`config.mk`:
```
export PLATFORM = sky130hd
export DESIGN_NAME = cache_tag_controller
export DESIGN_NICKNAME = d
export VERILOG_FILES = /design/src/rtl/cache_pkg.sv /design/src/rtl/lru_tracker.sv /design/src/rtl/cache_tag_controller.sv
export SDC_FILE = /design/constraint.sdc
export NUM_CORES = 2
export LEC_CHECK = 0
export CAP_MARGIN = 5
export CORE_MARGIN = 5
export CORE_UTILIZATION = 50
export CTS_BUF_LIST = sky130_fd_sc_hd__clkbuf_8
export DETAILED_ROUTE_END_ITERATION = 10
export HOLD_SLACK_MARGIN = 0.03
export PLACE_DENSITY = 0.66
export SLEW_MARGIN = 15
export SYNTH_ARGS = -nofsm -noshare
export SYNTH_HDL_FRONTEND = slang
export SYNTH_SLANG_ARGS = --single-unit
```
`constraint.sdc`:
```
create_clock -name clk -period 106.1 [get_ports clk]
set_clock_uncertainty 0.1 [all_clocks]
set_input_delay 10.61 -clock clk [delete_from_list [all_inputs] [get_ports clk]]
set_output_delay 10.61 -clock clk [all_outputs]
set_load 0.1 [all_outputs]
```
`src/rtl/cache_pkg.sv`:
```
// Shared types and helpers for the cache tag/state controller.
// Holds the controller state encoding, way-index width derivation and block-address packing.
package cache_pkg;

    typedef enum logic [2:0] {
        ST_IDLE,
        ST_LOOKUP,
        ST_WB_REQ,
        ST_WB_WAIT,
        ST_RF_REQ,
        ST_RF_WAIT,
        ST_RESPOND
    } state_e;

    function automatic int way_bits(input int n_ways);
        return (n_ways > 1) ? $clog2(n_ways) : 1;
    endfunction

    // Callers truncate the result to their own address width.
    function automatic logic [63:0] block_addr(input logic [63:0] tag,
                                               input logic [63:0] index,
                                               input int          index_bits,
                                               input int          offset_bits);
        return ((tag << index_bits) | index) << offset_bits;
    endfunction

endpackage

```
`src/rtl/lru_tracker.sv`:
```
// True-LRU age storage, one WAY_BITS age per way per set.
// Ages in a set stay a permutation of 0..N_WAYS-1. The victim is the way whose age is N_WAYS-1.
module lru_tracker
    import cache_pkg::*;
#(
    parameter  int N_WAYS     = 2,
    parameter  int NUM_SETS   = 32,
    parameter  int INDEX_BITS = 5,
    localparam int WAY_BITS   = way_bits(N_WAYS)
) (
    input  logic                  clk,
    input  logic                  rst,
    input  logic                  upd_en,
    input  logic [INDEX_BITS-1:0] upd_index,
    input  logic [WAY_BITS-1:0]   upd_way,
    input  logic [INDEX_BITS-1:0] vic_index,
    output logic [WAY_BITS-1:0]   vic_way
);

    logic [WAY_BITS-1:0] age_q [NUM_SETS][N_WAYS];
    logic [WAY_BITS-1:0] age_d [NUM_SETS][N_WAYS];
    logic [WAY_BITS-1:0] old_age;

    always_comb begin
        // NOTE: every always_comb output gets a default first, so no path can infer a latch.
        age_d   = age_q;
        old_age = age_q[upd_index][upd_way];
        if (upd_en) begin
            for (int w = 0; w < N_WAYS; w++) begin
                if (WAY_BITS'(w) == upd_way) begin
                    age_d[upd_index][w] = '0;
                end else if (age_q[upd_index][w] < old_age) begin
                    age_d[upd_index][w] = age_q[upd_index][w] + WAY_BITS'(1);
                end
            end
        end
    end

    always_ff @(posedge clk or posedge rst) begin
        // NOTE: sequential state is written only with non-blocking assignments.
        if (rst) begin
            for (int s = 0; s < NUM_SETS; s++) begin
                for (int w = 0; w < N_WAYS; w++) begin
                    age_q[s][w] <= WAY_BITS'(w);
                end
            end
        end else begin
            age_q <= age_d;
        end
    end

    always_comb begin
        vic_way = '0;
        for (int w = 0; w < N_WAYS; w++) begin
            if (age_q[vic_index][w] == WAY_BITS'(N_WAYS - 1)) begin
                vic_way = WAY_BITS'(w);
            end
        end
    end

endmodule

```
`src/rtl/cache_tag_controller.sv`:
```
// Tag/valid/dirty controller for an N-way set-associative cache.
// Services one CPU lookup at a time, with dirty-victim writeback and refill over the memory port.
module cache_tag_controller
    import cache_pkg::*;
#(
    parameter  int ADDR_WIDTH  = 32,
    parameter  int N_WAYS      = 2,
    parameter  int NUM_SETS    = 32,
    parameter  int OFFSET_BITS = 7,
    parameter  int INDEX_BITS  = 5,
    parameter  int TAG_BITS    = 20,
    localparam int WAY_BITS    = way_bits(N_WAYS)
) (
    input  logic                  clk,
    input  logic                  rst,
    input  logic                  req_valid,
    output logic                  req_ready,
    input  logic                  req_write,
    input  logic [TAG_BITS-1:0]   req_tag,
    input  logic [INDEX_BITS-1:0] req_index,
    output logic                  resp_valid,
    output logic                  resp_hit,
    output logic [WAY_BITS-1:0]   resp_way,
    output logic                  mem_req_valid,
    input  logic                  mem_req_ready,
    output logic                  mem_req_write,
    output logic [ADDR_WIDTH-1:0] mem_req_addr,
    input  logic                  mem_ack
);

    state_e                state_q, state_d;
    logic [TAG_BITS-1:0]   req_tag_q, req_tag_d;
    logic [INDEX_BITS-1:0] req_index_q, req_index_d;
    logic                  req_write_q, req_write_d;
    logic [WAY_BITS-1:0]   victim_q, victim_d;
    logic                  resp_hit_q, resp_hit_d;
    logic [WAY_BITS-1:0]   resp_way_q, resp_way_d;
    logic                  ack_q, ack_d;

    logic [TAG_BITS-1:0] tag_q   [NUM_SETS][N_WAYS];
    logic [TAG_BITS-1:0] tag_d   [NUM_SETS][N_WAYS];
    logic                valid_q [NUM_SETS][N_WAYS];
    logic                valid_d [NUM_SETS][N_WAYS];
    logic                dirty_q [NUM_SETS][N_WAYS];
    logic                dirty_d [NUM_SETS][N_WAYS];

    logic                hit, has_invalid;
    logic [WAY_BITS-1:0] hit_way, inv_way, miss_way, lru_victim;
    logic                lru_upd_en;
    logic [WAY_BITS-1:0] lru_upd_way;

    lru_tracker #(
        .N_WAYS     (N_WAYS),
        .NUM_SETS   (NUM_SETS),
        .INDEX_BITS (INDEX_BITS)
    ) u_lru (
        .clk       (clk),
        .rst       (rst),
        .upd_en    (lru_upd_en),
        .upd_index (req_index_q),
        .upd_way   (lru_upd_way),
        .vic_index (req_index_q),
        .vic_way   (lru_victim)
    );

    // Descending scan so the lowest-numbered invalid way wins.
    always_comb begin
        hit         = 1'b0;
        hit_way     = '0;
        has_invalid = 1'b0;
        inv_way     = '0;
        for (int w = N_WAYS - 1; w >= 0; w--) begin
            if (valid_q[req_index_q][w] && tag_q[req_index_q][w] == req_tag_q) begin
                hit     = 1'b1;
                hit_way = WAY_BITS'(w);
            end
            if (!valid_q[req_index_q][w]) begin
                has_invalid = 1'b1;
                inv_way     = WAY_BITS'(w);
            end
        end
        miss_way = has_invalid ? inv_way : lru_victim;
    end

    always_comb begin
        state_d     = state_q;
        req_tag_d   = req_tag_q;
        req_index_d = req_index_q;
        req_write_d = req_write_q;
        victim_d    = victim_q;
        resp_hit_d  = resp_hit_q;
        resp_way_d  = resp_way_q;
        tag_d       = tag_q;
        valid_d     = valid_q;
        dirty_d     = dirty_q;
        lru_upd_en  = 1'b0;
        lru_upd_way = '0;
        // Ack is registered and only captured while waiting, so an ack that
        // coincides with the request handshake is never taken.
        ack_d       = mem_ack && (state_q == ST_WB_WAIT || state_q == ST_RF_WAIT);

        unique case (state_q)
            ST_IDLE: begin
                if (req_valid) begin
                    req_tag_d   = req_tag;
                    req_index_d = req_index;
                    req_write_d = req_write;
                    state_d     = ST_LOOKUP;
                end
            end
            ST_LOOKUP: begin
                if (hit) begin
                    dirty_d[req_index_q][hit_way] = dirty_q[req_index_q][hit_way] | req_write_q;
                    lru_upd_en  = 1'b1;
                    lru_upd_way = hit_way;
                    resp_hit_d  = 1'b1;
                    resp_way_d  = hit_way;
                    state_d     = ST_RESPOND;
                end else begin
                    victim_d = miss_way;
                    state_d  = (valid_q[req_index_q][miss_way] && dirty_q[req_index_q][miss_way])
                               ? ST_WB_REQ : ST_RF_REQ;
                end
            end
            ST_WB_REQ:  if (mem_req_ready) state_d = ST_WB_WAIT;
            ST_WB_WAIT: if (ack_q)         state_d = ST_RF_REQ;
            ST_RF_REQ:  if (mem_req_ready) state_d = ST_RF_WAIT;
            ST_RF_WAIT: begin
                if (ack_q) begin
                    tag_d[req_index_q][victim_q]   = req_tag_q;
                    valid_d[req_index_q][victim_q] = 1'b1;
                    dirty_d[req_index_q][victim_q] = req_write_q;
                    lru_upd_en  = 1'b1;
                    lru_upd_way = victim_q;
                    resp_hit_d  = 1'b0;
                    resp_way_d  = victim_q;
                    state_d     = ST_RESPOND;
                end
            end
            ST_RESPOND: state_d = ST_IDLE;
            default:    state_d = ST_IDLE;
        endcase
    end

    always_ff @(posedge clk or posedge rst) begin
        if (rst) begin
            state_q     <= ST_IDLE;
            req_tag_q   <= '0;
            req_index_q <= '0;
            req_write_q <= 1'b0;
            victim_q    <= '0;
            resp_hit_q  <= 1'b0;
            resp_way_q  <= '0;
            ack_q       <= 1'b0;
            // NOTE: the tag arrays are plain flops and clear with reset, so an aborted refill leaves no stale line.
            for (int s = 0; s < NUM_SETS; s++) begin
                for (int w = 0; w < N_WAYS; w++) begin
                    tag_q[s][w]   <= '0;
                    valid_q[s][w] <= 1'b0;
                    dirty_q[s][w] <= 1'b0;
                end
            end
        end else begin
            state_q     <= state_d;
            req_tag_q   <= req_tag_d;
            req_index_q <= req_index_d;
            req_write_q <= req_write_d;
            victim_q    <= victim_d;
            resp_hit_q  <= resp_hit_d;
            resp_way_q  <= resp_way_d;
            ack_q       <= ack_d;
            tag_q       <= tag_d;
            valid_q     <= valid_d;
            dirty_q     <= dirty_d;
        end
    end

    assign req_ready     = (state_q == ST_IDLE);
    assign resp_valid    = (state_q == ST_RESPOND);
    assign resp_hit      = resp_hit_q;
    assign resp_way      = resp_way_q;
    assign mem_req_valid = (state_q == ST_WB_REQ) || (state_q == ST_RF_REQ);
    assign mem_req_write = (state_q == ST_WB_REQ);

    always_comb begin
        mem_req_addr = '0;
        if (state_q == ST_WB_REQ) begin
            mem_req_addr = ADDR_WIDTH'(block_addr(64'(tag_q[req_index_q][victim_q]),
                                                  64'(req_index_q), INDEX_BITS, OFFSET_BITS));
        end else if (state_q == ST_RF_REQ) begin
            mem_req_addr = ADDR_WIDTH'(block_addr(64'(req_tag_q), 64'(req_index_q),
                                                  INDEX_BITS, OFFSET_BITS));
        end
    end

endmodule
```
==> metrics.md <==
| Metric | Value |
|---|---|
| Static leakage | 36.6 nW |
| Routed wire length | 217000 um |
| R2R Path End | dirty_q[29] |
| Compound-Gate Fraction of Synth Area | 6.54% |
| Die Wd | 380 um |
| Top_reg_cell synth | dfrtp_1 |
| Final period util | 16.8% |
| Largest delay share family, worst path | buffers and inverters |
| Met3 wire length | 18000 um |
| Post-CTS Resized | 0 |
| Via count | 46400 |
| Worst path arrival time | 7.07 ns |
| Worst Hold Path EP | valid_q[51] |
| CP startpoint kind | flop |
| Endpoints failing hold | 0 |
| Layout Utilization | 55.6% |
| Min Tclk post-route | 17.78 ns |
| EDFF count, synth | 0 |
| Clock Tree Buf Depth | 4 |
| R2r setup slk | 98.50 ns |
| Synth warn | 0 |
| Mapped Cells | 5332 |
| Vias/cell | 6.34 |
| Crit end category | primary output |
| R2R cell count | 13 |
| Hpwl dp | 120000 um |
| Post-synth ARST share | 100% |
| Nets@finish | 5367 |
| Setup bufs post-CTS | 0 |
| Largest family of logic cells by synthesized area | multiplexers |
| Seq/Total Area, Yosys | 54.9% |
| GR Overflow Total | 0 |
| Reg2reg start | req_index_q[1] |
| Vias in the first global route | 46200 |
| IO Port Bufs | 61 |
| H-tree depth | 5 |
| I/O Pins | 69 |
| Crit Path Max Fanout | 56 |
| Hold path cells | 1 |
| Clock Sink Count | 1505 |
| Most numerous cell in the Yosys netlist | dfrtp_1 |
| Clk_lat worst skew | 1.00 ns |
| Yosys cell types | 60 |
| Wirelength per Cell | 29.7 um |
| Metal2 WL | 96400 um |
| Synth Cell Area | 0.0686 sq mm |
| Synthesis-stage register bit count | 1505 |
| Core Rows | 136 |
| First DRT Iteration DRCs | 5079 |
| Max incr delay on CP | 0.99 ns |
| Buf+Inv Stages, Crit Path | 3 |
| Metal-1 WL | 94700 um |
| Power density cells | 24.8 mW/mm^2 |
| Hold Buf Count CTS | 0 |
| Largest net degree at the start of global routing | 131 |
| Worst IR Drop VDD | 0.0223 mV |
| Initial DRT Pass Iterations | 8 |
| Post-Synth Simple-Gate Area | 5.38% |
| HP Start | valid_q[51] |
| Final number of max-transition violations | 0 |
| Initial antenna violation count | 5 |
| Die ar. | 0.145 sq mm |
| Root Driver | clkbuf_8 |
| Largest cells by area after synthesis | dfrtp_1 54%, mux2_2 18%, mux2i_1 8.9%, o22ai_1 2.9%, mux4_2 2.1% |
| Required time of the critical path | 95.39 ns |
| CTS clk-pin slew, worst paths | 0.06 ns |
| Routability Congestion | 0.834 |
| Final setup violation count | 0 |
| Multiplexer share of the synthesized area | 29.7% |
| XOR/XNOR Fraction of Synth Area | 0.179% |
| Highest clock rate | 56.2 MHz |
| Fill cell count | 11300 |
| Crit-path slowest cell | clkdlybuf4s50_1 |
| DR top layer | met5 |
| RSZ-0062 raised after global routing | false |
| Antenna Nets Post-Route | 0 |
| First-pass GRT wire length | 319000 um |
| Core Area | 0.137 sq mm |
| CP Class | reg -> out |
| Synth top area share | 53.7% |
| Worst-path cell chain | buf_4, buf_4, mux2i_1, o22ai_1, or4_1, nor3_1, a31oi_1, a22o_1, clkdlybuf4s50_1 |
| Final hold slack | 0.360 ns |
| TNS Setup | 0 ns |
| Cts bufs inserted | 276 |
| GRT Util Overall | 29.6% |
| Worst-margin pin slew | 1.30 ns |
| Slew headroom | 12.7% |
| Critical Path Most Common Cell | buf_4 |
| Starting Density | 50.1% |
| Worst Hold Class | reg -> reg |
| Share of cells above drive strength 1 | 33.5% |
| Avg Inst Size Synth | 12.9 sq um |
| Cell taking the most area after synthesis | dfrtp_1 |
| Most frequent cells after synthesis | 1473 x dfrtp_1, 1083 x mux2_2, 610 x mux2i_1 |
| Critical Path Start | req_index_q[1] |
| Die height | 380 um |
| Area growth, synth to finish | 11.1% |
| Outcome | finished, final reports clean |
| DRC viols | 0 |
| CTS tree | built |
| Max cap viols | 0 |
| Adder-cell share of the synthesized area | 0% |
worst max-delay path by stage:
stage	depth (start not counted)	to
finish	9	mem_req_addr[30]
global route	9	mem_req_addr[30]
CTS	9	mem_req_addr[30]
detailed placement	9	mem_req_addr[30]
global placement	9	mem_req_addr[30]
floorplan	1	ack_q
where the power goes:
group | internal (mW) | switching, mW | total, mW
combinational | 0.218 | 0.398 | 0.617
clock | 0.289 | 0.240 | 0.529
sequential | 0.682 | 0.0639 | 0.746
total | 1.19 | 0.702 | 1.89
layout make-up:
| type | instances | area [sq um] | share of cell area [%] |
|---|---|---|---|
| Antenna cell | 6 | 15.0 | 0.0197 |
| Clock buffer | 340 | 4680 | 6.14 |
| Clock inverter | 120 | 522 | 0.685 |
| Inverter | 15 | 63.8 | 0.0837 |
| Multi-Input combinational cell | 3317 | 29100 | 38.2 |
| Sequential cell | 1505 | 37700 | 49.5 |
| Tap cell | 1794 | 2240 | 2.95 |
| Timing Repair Buffer | 221 | 1860 | 2.44 |
flip-flops by register name, summed over array words and instances, names as in the netlist:
signal       flops
tag_q         1280
req_write_q      1
resp_hit         1
state_q          3
req_tag_q       20
valid_q         64
victim_q         1
dirty_q         64
req_index_q      5
ack_q            1
resp_way         1
u_lru.age_q     64
cells in the final DEF (no fill, tap or decap), types with 8 or more instances in the layout:
cell	count
a22o_1	13
clkdlybuf4s50_1	61
mux4_2	64
inv_1	106
nand2_2	29
a32o_1	8
clkinv_2	22
or2_2	33
and2_1	11
buf_4	155
mux2_2	1083
o22ai_1	313
nor2_1	62
or4_1	16
o21ai_0	239
mux2i_1	610
or3_1	8
nor3_1	12
nand2b_1	36
dfrtp_1	1458
nand4_1	9
dfstp_2	32
a22oi_1	23
nand3_1	34
clkbuf_8	340
xnor2_1	10
mux2_1	56
a21oi_1	61
nand2_1	283
nor3_2	31
and3_1	41
nor4_1	68
dfrtp_2	13
a31oi_1	79
worst reg2reg max path: stages (launching register included):
cell      delay (ns)
dfrtp_4         0.84
buf_4           0.90
buf_4           1.06
mux2i_1         0.29
o22ai_1         0.10
nor4_1          1.01
nand2_1         0.16
xnor2_1         0.46
nand4b_1        0.23
or4_4           0.56
o211ai_4        0.20
buf_4           0.82
and3_1          0.43
mux2_1          0.32
logic make-up after synthesis:
family	after synthesis
AO/OA/AOI/OAI	753
XOR/XNOR	14
buffers and inverters	516
flip-flops	1505
multiplexers	1813
other	1
AND/OR/NAND/NOR	730
per-layer routing:
layer,vias up,global-route usage (%)
li1,19500,-
met1,24400,42.8
met2,1985,44.0
met4,2,11.0
met5,-,0
met3,531,6.65
metrics by stage:
| stage | total power, mW | instance area, sq um | worst slack, ns | instances |
|---|---|---|---|---|
| 2_1_floorplan | 1.17 | 68600 | 52.99 | 5338 |
| 3_3_place_gp | 1.35 | 71000 | 89.47 | 6852 |
| 3_5_place_dp | 1.36 | 71000 | 89.47 | 6852 |
| 4_1_cts | 1.89 | 76200 | 88.46 | 7312 |
| 5_1_grt | 1.96 | 76200 | 88.25 | 7314 |
| 6_report | 1.89 | 76200 | 88.32 | 7318 |
No activity file was read; power rests on OpenSTA's default activity.
